<file path="src/rtl/mem_arb_pkg.sv">
// Shared types and defaults for the fetch/data memory bus arbiter.
package mem_arb_pkg;

  typedef enum logic [1:0] {
    StIdle,
    StBusyIf,
    StBusyMem
  } state_e;

  typedef enum logic {
    ReqIf,
    ReqMem
  } req_id_e;

  localparam int unsigned StreakMaxDefault = 4;

endpackage

</file>
<file path="src/rtl/mem_arbiter_if.sv">
// Upstream request/response signals and the shared memory bus, bundled for the arbiter.
interface mem_arbiter_if #(
  parameter int unsigned ADDR_W = 64,
  parameter int unsigned DATA_W = 64
);
  // Fetch side
  logic                  if_request;
  logic [ADDR_W-1:0]     if_addr;
  logic [DATA_W-1:0]     if_rdata;
  logic                  if_done;
  // Data side
  logic                  mem_en;
  logic [ADDR_W-1:0]     mem_addr;
  logic                  mem_we;
  logic [DATA_W-1:0]     mem_wdata;
  logic [DATA_W/8-1:0]   mem_wmask;
  logic [DATA_W-1:0]     mem_rdata;
  logic                  mem_done;
  // Memory bus
  logic                  bus_req;
  logic [ADDR_W-1:0]     bus_addr;
  logic                  bus_we;
  logic [DATA_W-1:0]     bus_wdata;
  logic [DATA_W/8-1:0]   bus_wmask;
  logic [DATA_W-1:0]     bus_rdata;
  logic                  bus_ready;
  // Status
  logic                  ovf_err;

  // Arbiter view
  modport slave (
    input  if_request, if_addr, mem_en, mem_addr, mem_we, mem_wdata, mem_wmask,
    input  bus_rdata, bus_ready,
    output if_rdata, if_done, mem_rdata, mem_done,
    output bus_req, bus_addr, bus_we, bus_wdata, bus_wmask, ovf_err
  );

  // Environment view (requesters plus memory)
  modport master (
    output if_request, if_addr, mem_en, mem_addr, mem_we, mem_wdata, mem_wmask,
    output bus_rdata, bus_ready,
    input  if_rdata, if_done, mem_rdata, mem_done,
    input  bus_req, bus_addr, bus_we, bus_wdata, bus_wmask, ovf_err
  );
endinterface

</file>
<file path="src/rtl/arb_req_slot.sv">
// One-deep pending slot: latches a request pulse and its payload until granted.
module arb_req_slot #(
  parameter int unsigned Width = 8
) (
  input  logic             clk_i,
  input  logic             rst_ni,
  input  logic             capture_i,
  input  logic             block_i,
  input  logic             clear_i,
  input  logic [Width-1:0] payload_i,
  output logic             pending_o,
  output logic [Width-1:0] payload_o,
  output logic             drop_o
);

  logic             pending_q, pending_d;
  logic [Width-1:0] payload_q, payload_d;

  // A fresh pulse wins over the grant clear so a same-edge request is not lost.
  always_comb begin
    pending_d = pending_q;
    payload_d = payload_q;
    if (capture_i && !block_i) begin
      pending_d = 1'b1;
      payload_d = payload_i;
    end else if (clear_i) begin
      pending_d = 1'b0;
    end
  end

  // Slot state register.
  always_ff @(posedge clk_i or negedge rst_ni) begin
    if (!rst_ni) begin
      pending_q <= 1'b0;
      payload_q <= '0;
    end else begin
      pending_q <= pending_d;
      payload_q <= payload_d;
    end
  end

  assign pending_o = pending_q;
  assign payload_o = payload_q;
  assign drop_o    = capture_i && block_i;

endmodule

</file>
<file path="src/rtl/mem_arbiter.sv">
// Arbitrates fetch and data requests onto one memory bus, one transaction at a time.
module mem_arbiter
  import mem_arb_pkg::*;
#(
  parameter int unsigned ADDR_W     = 64,
  parameter int unsigned DATA_W     = 64,
  parameter int unsigned STREAK_MAX = StreakMaxDefault
) (
  input  logic         clk,
  input  logic         rst,
  mem_arbiter_if.slave arb_io
);

  localparam int unsigned MaskW   = DATA_W / 8;
  localparam int unsigned MemPayW = ADDR_W + 1 + DATA_W + MaskW;
  localparam int unsigned StreakW = $clog2(STREAK_MAX + 1);

  state_e               state_q, state_d;
  logic [StreakW-1:0]   streak_q, streak_d;
  logic [ADDR_W-1:0]    bus_addr_q, bus_addr_d;
  logic                 bus_we_q, bus_we_d;
  logic [DATA_W-1:0]    bus_wdata_q, bus_wdata_d;
  logic [MaskW-1:0]     bus_wmask_q, bus_wmask_d;
  logic [DATA_W-1:0]    if_rdata_q, if_rdata_d, mem_rdata_q, mem_rdata_d;
  logic                 if_done_q, if_done_d, mem_done_q, mem_done_d;
  logic                 ovf_err_q, ovf_err_d;

  logic                 pend_if, pend_mem, drop_if, drop_mem;
  logic                 grant_valid;
  req_id_e              grant_id;
  logic [ADDR_W-1:0]    slot_if_addr, slot_mem_addr;
  logic [MemPayW-1:0]   slot_mem_pay;
  logic                 slot_mem_we;
  logic [DATA_W-1:0]    slot_mem_wdata;
  logic [MaskW-1:0]     slot_mem_wmask;

  assign {slot_mem_addr, slot_mem_we, slot_mem_wdata, slot_mem_wmask} = slot_mem_pay;

  arb_req_slot #(.Width(ADDR_W)) u_slot_if (
    .clk_i     (clk),
    .rst_ni    (rst),
    .capture_i (arb_io.if_request),
    .block_i   (state_q == StBusyIf),
    .clear_i   (grant_valid && (grant_id == ReqIf)),
    .payload_i (arb_io.if_addr),
    .pending_o (pend_if),
    .payload_o (slot_if_addr),
    .drop_o    (drop_if)
  );

  arb_req_slot #(.Width(MemPayW)) u_slot_mem (
    .clk_i     (clk),
    .rst_ni    (rst),
    .capture_i (arb_io.mem_en),
    .block_i   (state_q == StBusyMem),
    .clear_i   (grant_valid && (grant_id == ReqMem)),
    .payload_i ({arb_io.mem_addr, arb_io.mem_we, arb_io.mem_wdata, arb_io.mem_wmask}),
    .pending_o (pend_mem),
    .payload_o (slot_mem_pay),
    .drop_o    (drop_mem)
  );

  // Data wins unless the fetch has waited through a full streak of data grants.
  always_comb begin
    grant_valid = 1'b0;
    grant_id    = ReqMem;
    if (state_q == StIdle) begin
      if (pend_mem && !(pend_if && (streak_q == StreakW'(STREAK_MAX)))) begin
        grant_valid = 1'b1;
        grant_id    = ReqMem;
      end else if (pend_if) begin
        grant_valid = 1'b1;
        grant_id    = ReqIf;
      end
    end
  end

  // Next-state: issue a grant onto the bus, or retire the transaction on bus_ready.
  always_comb begin
    state_d     = state_q;
    streak_d    = streak_q;
    bus_addr_d  = bus_addr_q;
    bus_we_d    = bus_we_q;
    bus_wdata_d = bus_wdata_q;
    bus_wmask_d = bus_wmask_q;
    if_rdata_d  = if_rdata_q;
    mem_rdata_d = mem_rdata_q;
    if_done_d   = 1'b0;
    mem_done_d  = 1'b0;
    ovf_err_d   = ovf_err_q | drop_if | drop_mem;
    unique case (state_q)
      StIdle: begin
        if (grant_valid && (grant_id == ReqMem)) begin
          state_d     = StBusyMem;
          bus_addr_d  = slot_mem_addr;
          bus_we_d    = slot_mem_we;
          bus_wdata_d = slot_mem_wdata;
          bus_wmask_d = slot_mem_wmask;
          if (pend_if) begin
            streak_d = (streak_q == StreakW'(STREAK_MAX)) ? streak_q : streak_q + StreakW'(1);
          end else begin
            streak_d = '0;
          end
        end else if (grant_valid) begin
          state_d     = StBusyIf;
          bus_addr_d  = slot_if_addr;
          bus_we_d    = 1'b0;
          bus_wdata_d = '0;
          bus_wmask_d = '0;
          streak_d    = '0;
        end
      end
      StBusyIf: begin
        if (arb_io.bus_ready) begin
          if_rdata_d = arb_io.bus_rdata;
          if_done_d  = 1'b1;
          state_d    = StIdle;
        end
      end
      StBusyMem: begin
        if (arb_io.bus_ready) begin
          // Write completions leave the last read data untouched.
          if (!bus_we_q) mem_rdata_d = arb_io.bus_rdata;
          mem_done_d = 1'b1;
          state_d    = StIdle;
        end
      end
      default: state_d = StIdle;
    endcase
  end

  // State and output registers; reset aborts any transaction without a done pulse.
  always_ff @(posedge clk or negedge rst) begin
    if (!rst) begin
      state_q     <= StIdle;
      streak_q    <= '0;
      bus_addr_q  <= '0;
      bus_we_q    <= 1'b0;
      bus_wdata_q <= '0;
      bus_wmask_q <= '0;
      if_rdata_q  <= '0;
      mem_rdata_q <= '0;
      if_done_q   <= 1'b0;
      mem_done_q  <= 1'b0;
      ovf_err_q   <= 1'b0;
    end else begin
      state_q     <= state_d;
      streak_q    <= streak_d;
      bus_addr_q  <= bus_addr_d;
      bus_we_q    <= bus_we_d;
      bus_wdata_q <= bus_wdata_d;
      bus_wmask_q <= bus_wmask_d;
      if_rdata_q  <= if_rdata_d;
      mem_rdata_q <= mem_rdata_d;
      if_done_q   <= if_done_d;
      mem_done_q  <= mem_done_d;
      ovf_err_q   <= ovf_err_d;
    end
  end

  assign arb_io.bus_req   = (state_q != StIdle);
  assign arb_io.bus_addr  = bus_addr_q;
  assign arb_io.bus_we    = bus_we_q;
  assign arb_io.bus_wdata = bus_wdata_q;
  assign arb_io.bus_wmask = bus_wmask_q;
  assign arb_io.if_rdata  = if_rdata_q;
  assign arb_io.if_done   = if_done_q;
  assign arb_io.mem_rdata = mem_rdata_q;
  assign arb_io.mem_done  = mem_done_q;
  assign arb_io.ovf_err   = ovf_err_q;

endmodule

</file>
<file path="src/flat_wrapper.sv">
// flat-port wrapper written by rule: the top's interface ports become plain ports
module mem_arbiter_flat import mem_arb_pkg::*;
#(
  parameter int unsigned ADDR_W     = 64,
  parameter int unsigned DATA_W     = 64,
  parameter int unsigned STREAK_MAX = StreakMaxDefault
)
  (clk, rst, arb_io_if_request, arb_io_if_addr, arb_io_mem_en, arb_io_mem_addr, arb_io_mem_we, arb_io_mem_wdata, arb_io_mem_wmask, arb_io_bus_rdata, arb_io_bus_ready, arb_io_if_rdata, arb_io_if_done, arb_io_mem_rdata, arb_io_mem_done, arb_io_bus_req, arb_io_bus_addr, arb_io_bus_we, arb_io_bus_wdata, arb_io_bus_wmask, arb_io_ovf_err);
  mem_arbiter_if #(.ADDR_W(ADDR_W), .DATA_W(DATA_W)) arb_io_i ();
  input  logic clk;
  input  logic rst;
  input wire logic [$bits(arb_io_i.if_request)-1:0] arb_io_if_request;
  input wire logic [$bits(arb_io_i.if_addr)-1:0] arb_io_if_addr;
  input wire logic [$bits(arb_io_i.mem_en)-1:0] arb_io_mem_en;
  input wire logic [$bits(arb_io_i.mem_addr)-1:0] arb_io_mem_addr;
  input wire logic [$bits(arb_io_i.mem_we)-1:0] arb_io_mem_we;
  input wire logic [$bits(arb_io_i.mem_wdata)-1:0] arb_io_mem_wdata;
  input wire logic [$bits(arb_io_i.mem_wmask)-1:0] arb_io_mem_wmask;
  input wire logic [$bits(arb_io_i.bus_rdata)-1:0] arb_io_bus_rdata;
  input wire logic [$bits(arb_io_i.bus_ready)-1:0] arb_io_bus_ready;
  output wire logic [$bits(arb_io_i.if_rdata)-1:0] arb_io_if_rdata;
  output wire logic [$bits(arb_io_i.if_done)-1:0] arb_io_if_done;
  output wire logic [$bits(arb_io_i.mem_rdata)-1:0] arb_io_mem_rdata;
  output wire logic [$bits(arb_io_i.mem_done)-1:0] arb_io_mem_done;
  output wire logic [$bits(arb_io_i.bus_req)-1:0] arb_io_bus_req;
  output wire logic [$bits(arb_io_i.bus_addr)-1:0] arb_io_bus_addr;
  output wire logic [$bits(arb_io_i.bus_we)-1:0] arb_io_bus_we;
  output wire logic [$bits(arb_io_i.bus_wdata)-1:0] arb_io_bus_wdata;
  output wire logic [$bits(arb_io_i.bus_wmask)-1:0] arb_io_bus_wmask;
  output wire logic [$bits(arb_io_i.ovf_err)-1:0] arb_io_ovf_err;
  assign arb_io_i.if_request = arb_io_if_request;
  assign arb_io_i.if_addr = arb_io_if_addr;
  assign arb_io_i.mem_en = arb_io_mem_en;
  assign arb_io_i.mem_addr = arb_io_mem_addr;
  assign arb_io_i.mem_we = arb_io_mem_we;
  assign arb_io_i.mem_wdata = arb_io_mem_wdata;
  assign arb_io_i.mem_wmask = arb_io_mem_wmask;
  assign arb_io_i.bus_rdata = arb_io_bus_rdata;
  assign arb_io_i.bus_ready = arb_io_bus_ready;
  assign arb_io_if_rdata = arb_io_i.if_rdata;
  assign arb_io_if_done = arb_io_i.if_done;
  assign arb_io_mem_rdata = arb_io_i.mem_rdata;
  assign arb_io_mem_done = arb_io_i.mem_done;
  assign arb_io_bus_req = arb_io_i.bus_req;
  assign arb_io_bus_addr = arb_io_i.bus_addr;
  assign arb_io_bus_we = arb_io_i.bus_we;
  assign arb_io_bus_wdata = arb_io_i.bus_wdata;
  assign arb_io_bus_wmask = arb_io_i.bus_wmask;
  assign arb_io_ovf_err = arb_io_i.ovf_err;
  mem_arbiter #(.ADDR_W(ADDR_W), .DATA_W(DATA_W), .STREAK_MAX(STREAK_MAX)) u_core (.clk(clk), .rst(rst), .arb_io(arb_io_i));
endmodule
</file>
<file path="config.mk">
export PLATFORM = sky130hd
export DESIGN_NAME = mem_arbiter_flat
export DESIGN_NICKNAME = d
export VERILOG_FILES = /design/src/rtl/mem_arb_pkg.sv /design/src/rtl/mem_arbiter_if.sv /design/src/rtl/arb_req_slot.sv /design/src/rtl/mem_arbiter.sv /design/src/flat_wrapper.sv
export SDC_FILE = /design/constraint.sdc
export NUM_CORES = 1
export LEC_CHECK = 0
export ABC_AREA = 1
export BUFFER_PORTS_ARGS = -buffer_cell sky130_fd_sc_hd__buf_2
export CAP_MARGIN = 20
export CORE_ASPECT_RATIO = 1.2
export CORE_UTILIZATION = 38
export CTS_CLUSTER_DIAMETER = 40
export CTS_CLUSTER_SIZE = 20
export DETAILED_ROUTE_END_ITERATION = 8
export GPL_ROUTABILITY_DRIVEN = 0
export GPL_TIMING_DRIVEN = 0
export PLACE_DENSITY = 0.72
export SETUP_SLACK_MARGIN = 0.5
export SYNTH_ARGS = -nofsm -noshare
export SYNTH_HDL_FRONTEND = slang
export SYNTH_SLANG_ARGS = --single-unit
</file>
<file path="constraint.sdc">
create_clock -name clk -period 3.69 [get_ports clk]
set_input_delay 0.5535 -clock clk [delete_from_list [all_inputs] [get_ports clk]]
set_output_delay 0.5535 -clock clk [all_outputs]
set_load 0.005 [all_outputs]
</file>
==> run metrics, run 1 <==
Worst Skew 18.5 ps; CP most frequent cell buf_2; CTS Buf Count 55; DIE HEIGHT 244 um; max incr delay on CP 470 ps; post-CTS setup buffers 0; overall routing resource usage 0.235; # fillers 4,415; DRT antenna net count 0; Synth Net Count 2,268; Starting Density 0.385; H-tree depth 2; drt initial violations 1,059; fmax 425 MHz; Yosys cell types 21; initial antenna violation count 8; DRC viols 0; # port buffers 537; final std cell area, no fill 24,200 um^2; share of layout cells above drive strength 1 0.275; HPWL Detailed 44.1 mm; crit path kind register to register; Critical Path RT 4140 ps; Max IR drop VDD 526 uV; CTS Buffer Depth 3; outcome complete, no violations; placed cell count 3,164; CP delay by family, top buffers and inverters; LEAKAGE 0.0131 uW; worst slew pin tran 679 ps; Placed Area 22,100 um^2; first-pass GRT wire length 91.5 mm; pin count of the biggest net entering global routing 126; synthesis-to-layout area growth 30.6%; total gr overflow 0; final core occ 0.503; CP startpoint kind register; vias in the first global route 16,642; CTS root buffer clkbuf_16; mapped cell area 18,500 um^2; Crit. End Element register; core box area 48,100 um^2; critical path arrival 2800 ps; Synth top area share 0.642; Buffers & Inverters on Critical Path 4; source-to-sink clock delay at the later pin of the worst-skew pair 580 ps; Synth Area per Inst 9.30 um^2; Routed WL per cell 17.9 um; worst-path cell chain inv_1 -> ha_1 -> inv_2 -> nand2_2 -> buf_2 -> buf_2 -> a21oi_1; FP Rows 88; commonest non-fill, non-tap cell in the layout buf_2; top post-synthesis cells by area dfrtp_1, nand2_1, nand3_1, o21ai_0, inv_1; Max Cap Viol 0; vias per inst 5.00; most frequent cells in the layout buf_2, nand2_1, dfrtp_1; CTS tree yes; crit path time final 2350 ps; Sink Count 476; Slew headroom 0.547; drt first pass iters 5; worst min-delay path class input port to register; Finished Layout Cells 3,276; Seq/Total Area, Yosys 0.642; Mapped Cells 1,993; Tot Pwr 22,400 uW; crit share post-route 0.638; Final Hold Vio Count 0; Yosys top cell by area dfrtp_1; final wirelength 58.8 mm; DR vias 16,379; nets 2,867; RSZ-0062 raised after global routing false; Max Slew Vio Count 0; setup violators final 0; Clock transition at path regs 70 ps; CP Max Fanout 10; die area 49,700 um^2; Slowest-stage cell, CP buf_2; yosys warns 0; PD cells 924 nW/um^2; #FFs+latches synth 476; Chip Width 204 um; IO Pins 539
Yosys cell counts:
cell type  count
nand2_1      553
dfrtp_1      476
nand3_1      327
inv_1        143
o21ai_0      114
o21ai_1       87
a21oi_1       71
nor2_1        71
buf_2         64
clkbuf_1      45
buf_1         17
buf_4          5
ha_1           5
clkbuf_2       3
inv_2          3
nand2_2        3
buf_6          2
nor2_2         1
nor2_4         1
or2_1          1
xor2_1         1
metal layers:
metal,track usage,part of all wire,up-vias
li1,-,-,7626
met1,0.277,0.39,7957
met2,0.408,0.50,672
met3,0.0600,0.078,122
met4,0.0920,0.038,2
met5,0,0.00022,-
path summary, 6_finish.rpt:
| check | from | slack, ps | to | cells past startpoint |
|---|---|---|---|---|
| min in group asynchronous | rst | 430 | u_core.u_slot_mem.payload_o[38]$_DFFE_PN0P_ | 2 |
| min | arb_io_if_addr[33] | 200 | u_core.u_slot_if.payload_o[33]$_DFFE_PN0P_ | 3 |
| max in group asynchronous | rst | 1790 | u_core.arb_io.mem_rdata[51]$_DFFE_PN0P_ | 4 |
| max | u_core.state_q[0]$_DFFE_PN0P_ | 1340 | u_core.u_slot_mem.payload_o[69]$_DFFE_PN0P_ | 7 |
| min reg2reg | u_core.u_slot_if.payload_o[59]$_DFFE_PN0P_ | 470 | u_core.u_slot_if.payload_o[59]$_DFFE_PN0P_ | 2 |
| max reg2reg | u_core.state_q[0]$_DFFE_PN0P_ | 1340 | u_core.u_slot_mem.payload_o[69]$_DFFE_PN0P_ | 7 |
cell families after synthesis:
kind of cell    after synthesis  synth area share
buf+inv                     282            0.0634
flops                       476             0.642
fa+ha+maj                     5           0.00337
simple gates                957             0.217
xor+xnor                      1          0.000472
compound gates              272            0.0734
worst min-delay path, stage by stage:
cell and delay [ps]:
buf_2 70, nand3_1 60, nand2_1 60
cell type report:
type | count | area [um^2] | area share
Buffer | 136 | 628 | 0.0259
Clock buffer | 61 | 1470 | 0.0608
Antenna cell | 8 | 20.0 | 0.000827
Tap cell | 630 | 788 | 0.0326
Clock inverter | 42 | 571 | 0.0236
Sequential cell | 476 | 11900 | 0.492
Timing Repair Buffer | 542 | 2820 | 0.116
Inverter | 146 | 548 | 0.0226
Multi-Input combinational cell | 1235 | 5450 | 0.225
registers in the layout, indices dropped and copies added (netlist names):
register,count
u_core.arb_io.bus_wmask,8
u_core.arb_io.if_done,1
u_core.arb_io.mem_done,1
u_core.arb_io.bus_we,1
u_core.arb_io.bus_addr,64
u_core.u_slot_if.payload_o,64
u_core.arb_io.if_rdata,64
u_core.arb_io.mem_rdata,64
u_core.arb_io.bus_wdata,64
u_core.u_slot_mem.pending_o,1
u_core.streak_q,3
u_core.arb_io.ovf_err,1
u_core.u_slot_mem.payload_o,137
u_core.u_slot_if.pending_o,1
u_core.state_q,2
through the flow:
| stage | worst slack [ps] | hold slack [ps] | TNS (ps) |
|---|---|---|---|
| 5_1_grt | 1180 | 179 | 0 |
| 3_3_place_gp | -7170 | 454 | -3377520 |
| 6_report | 1340 | 202 | 0 |
| 3_5_place_dp | 1260 | 426 | 0 |
| 4_1_cts | 1240 | 161 | 0 |
| 2_1_floorplan | 2220 | 258 | 0 |
repair_timing:
action,CTS,global route
hold buffers,1,0
resized for setup,0,0
endpoints found under the hold margin,27,0
where the power goes:
| group | switching [uW] | total, uW | internal [uW] |
|---|---|---|---|
| Sequential | 1220 | 8760 | 7530 |
| Clock | 2400 | 6000 | 3610 |
| Combinational | 4810 | 7610 | 2800 |
Power figures use the tool's default switching activity.
==> inputs of run 2 (changes only) <==
clock period = 2.25 ns   (was 3.69 ns; I/O delays follow)
==> run 2 against run 1 <==
Effect of this change:
- hold slack got worse by 170 ps
- power rose by 70%
- final area rose by 10%
- clock power rose by 64%
- global-route usage rose by 2.1 points
- clock skew fell by 2.6 ps
- utilization rose by 5.2 points
- cell count rose by 6.7%
- sequential share of layout area fell by 4.6 points
- combinational power rose by 80%
- worst setup slack got worse by 840 ps
- routed wire length rose by 10%
- critical path type is now register to primary output
- highest routed layer is now met4
==> run metrics, run 2 (synthesis results as in run 1) <==
Reg area 11,900 um^2 (unchanged); setup violators final 0 (unchanged); Reg2Reg Depth 7 (unchanged); Max Cap Viol 0 (unchanged); Tot Pwr 38,000 uW (was 22,400 uW); CP startpoint kind register (unchanged); HPWL Detailed 44.1 mm (unchanged); total gr overflow 0 (unchanged); H-tree depth 2 (unchanged); die area 49,700 um^2 (unchanged); # fillers 4,006 (was 4,415); source-to-sink clock delay at the later pin of the worst-skew pair 580 ps (about the same); Critical Path RT 1910 ps (was 4140 ps); CTS root buffer clkbuf_16 (unchanged); hold path depth 3 (unchanged); final wirelength 64.8 mm (was 58.8 mm); global route hottest layer met2 (unchanged); RSZ-0062 raised after global routing true (was false); DR vias 17,804 (was 16,379); outcome complete, no violations (unchanged); worst min-delay path class input port to register (unchanged); Reg2Reg Setup Slack 530 ps (was 1340 ps); CTS tree yes (unchanged); commonest non-fill, non-tap cell in the layout buf_2 (unchanged); Worst Skew 16.0 ps (was 18.5 ps); crit share post-route 0.781; first-pass GRT wire length 99.6 mm (was 91.5 mm); Max IR drop VDD 1170 uV (was 526 uV); CP Max Fanout 3 (was 10); Clock transition at path regs 70 ps (about the same); Slew headroom 0.570 (was 0.547); pin count of the biggest net entering global routing 126 (unchanged); share of layout cells above drive strength 1 0.274 (was 0.275); r2r endpoint u_core.u_slot_mem.payload_o[58]$_DFFE_PN0P_ (was u_core.u_slot_mem.payload_o[69]$_DFFE_PN0P_); met1 usage 0.293 (was 0.277); initial antenna violation count 4 (was 8); met3 GRT Util 0.0602 (was 0.0600); Final Hold Vio Count 0 (unchanged); Worst Hold Launch arb_io_bus_rdata[8] (was arb_io_if_addr[33]); drt initial violations 1,451 (was 1,059); crit path kind register to primary output (was register to register); # port buffers 537 (unchanged); most frequent cells in the layout buf_2, nand2_1, dfrtp_1 (unchanged); FP Rows 88 (unchanged); worst slew pin tran 645 ps (was 679 ps); IO Pins 539 (unchanged); Starting Density 0.385 (unchanged); vias per inst 5.10 (was 5.00); Chip Width 204 um (unchanged); overall routing resource usage 0.256 (was 0.235); max reg flops 137 (unchanged); hold_ws 36.9 ps (was 202 ps); fmax 569 MHz; drt first pass iters 6 (was 5); synthesis-to-layout area growth 44.1% (was 30.6%); vias in the first global route 18,344 (was 16,642); WHS Endpoint u_core.arb_io.mem_rdata[8]$_DFFE_PN0P_ (was u_core.u_slot_if.payload_o[33]$_DFFE_PN0P_); worst slack at placement -178 ps (was 1260 ps); Max Slew Vio Count 0 (unchanged); nets 3,088 (was 2,867); CTS Buffer Depth 3 (unchanged); critical path arrival 1420 ps (was 2800 ps); final core occ 0.555 (was 0.503); LEAKAGE 0.0142 uW (was 0.0131 uW); DRC viols 0 (unchanged); CTS Buf Count 55 (unchanged); PD cells 1420 nW/um^2 (was 924 nW/um^2); crit path time final 1760 ps; area occupied by multi-input gates 5510 um^2 (was 5450 um^2); DIE HEIGHT 244 um (unchanged); Routed WL per cell 18.5 um (was 17.9 um); final setup margin 493 ps (was 1340 ps); DRT antenna net count 0 (unchanged); Crit. End Element primary output (was register); FF-to-FF Start u_core.state_q[1]$_DFFE_PN0P_ (was u_core.state_q[0]$_DFFE_PN0P_); GR Layer Usage met2 0.444 (was 0.408); Sink Count 476 (unchanged); core box area 48,100 um^2 (unchanged)
-- run 2: final cells by class --
cell class | instances | share of cell area
tap | 630 | 0.0295
clock buffer | 61 | 0.0551
inverter | 146 | 0.0207
buffer | 136 | 0.0318
clock inverter | 42 | 0.0214
timing repair buffer | 763 | 0.189
antenna | 5 | 0.000468
multi-input combinational | 1235 | 0.206
sequential | 476 | 0.446
-- run 2: repair_timing --
| action | CTS | global route |
|---|---|---|
| hold endpoints to repair | 252 | 0 |
| pin swaps | 2 | 1 |
| buffers inserted | 2 | 3 |
| hold buffers | 216 | 0 |
| setup endpoints to repair | 455 | 464 |
| resized for setup | 81 | 69 |
| cloned | 0 | 1 |
-- run 2: worst max path at each step --
| stage | from | to | slack, ps | depth (start not counted) |
|---|---|---|---|---|
| detailed placement | u_core.state_q[0]$_DFFE_PN0P_ | u_core.u_slot_mem.payload_o[69]$_DFFE_PN0P_ | -180 | 7 |
| global placement | rst | u_core.u_slot_if.payload_o[25]$_DFFE_PN0P_ | -8390 | 1 |
| CTS | u_core.state_q[0]$_DFFE_PN0P_ | u_core.arb_io.mem_rdata[17]$_DFFE_PN0P_ | 470 | 8 |
| floorplan | u_core.state_q[0]$_DFFE_PN0P_ | u_core.arb_io.bus_addr[48]$_DFFE_PN0P_ | 780 | 9 |
| finish | u_core.state_q[0]$_DFFE_PN0P_ | arb_io_bus_req | 490 | 4 |
| global route | u_core.state_q[0]$_DFFE_PN0P_ | arb_io_bus_req | 410 | 4 |
-- run 2: power breakdown --
part	total [uW]	leakage [uW]	switching, uW	internal [uW]
clock network	9860	0.00102	3950	5920
logic	13700	0.00740	8340	5340
registers	14400	0.00578	2070	12400
-- run 2: through the flow --
step           instances  cell area, um^2  TNS [ps]
3_3_place_gp        3160            22000  -3963900
3_5_place_dp        3164            22100     -5130
6_report            3494            26700         0
5_1_grt             3491            26700         0
2_1_floorplan       1993            18500         0
4_1_cts             3485            26600         0
-- run 2: metal layers --
| layer | vias up | wire [um] |
|---|---|---|
| met1 | 8567 | 24000 |
| li1 | 8075 | - |
| met2 | 937 | 32200 |
| met5 | - | 0 |
| met3 | 225 | 5210 |
| met4 | 0 | 3440 |
-- run 2: critical path: stages (launching register included) --
cell and delay [ps]:
dfrtp_1 410, inv_2 110, ha_4 160, inv_4 40, buf_6 110
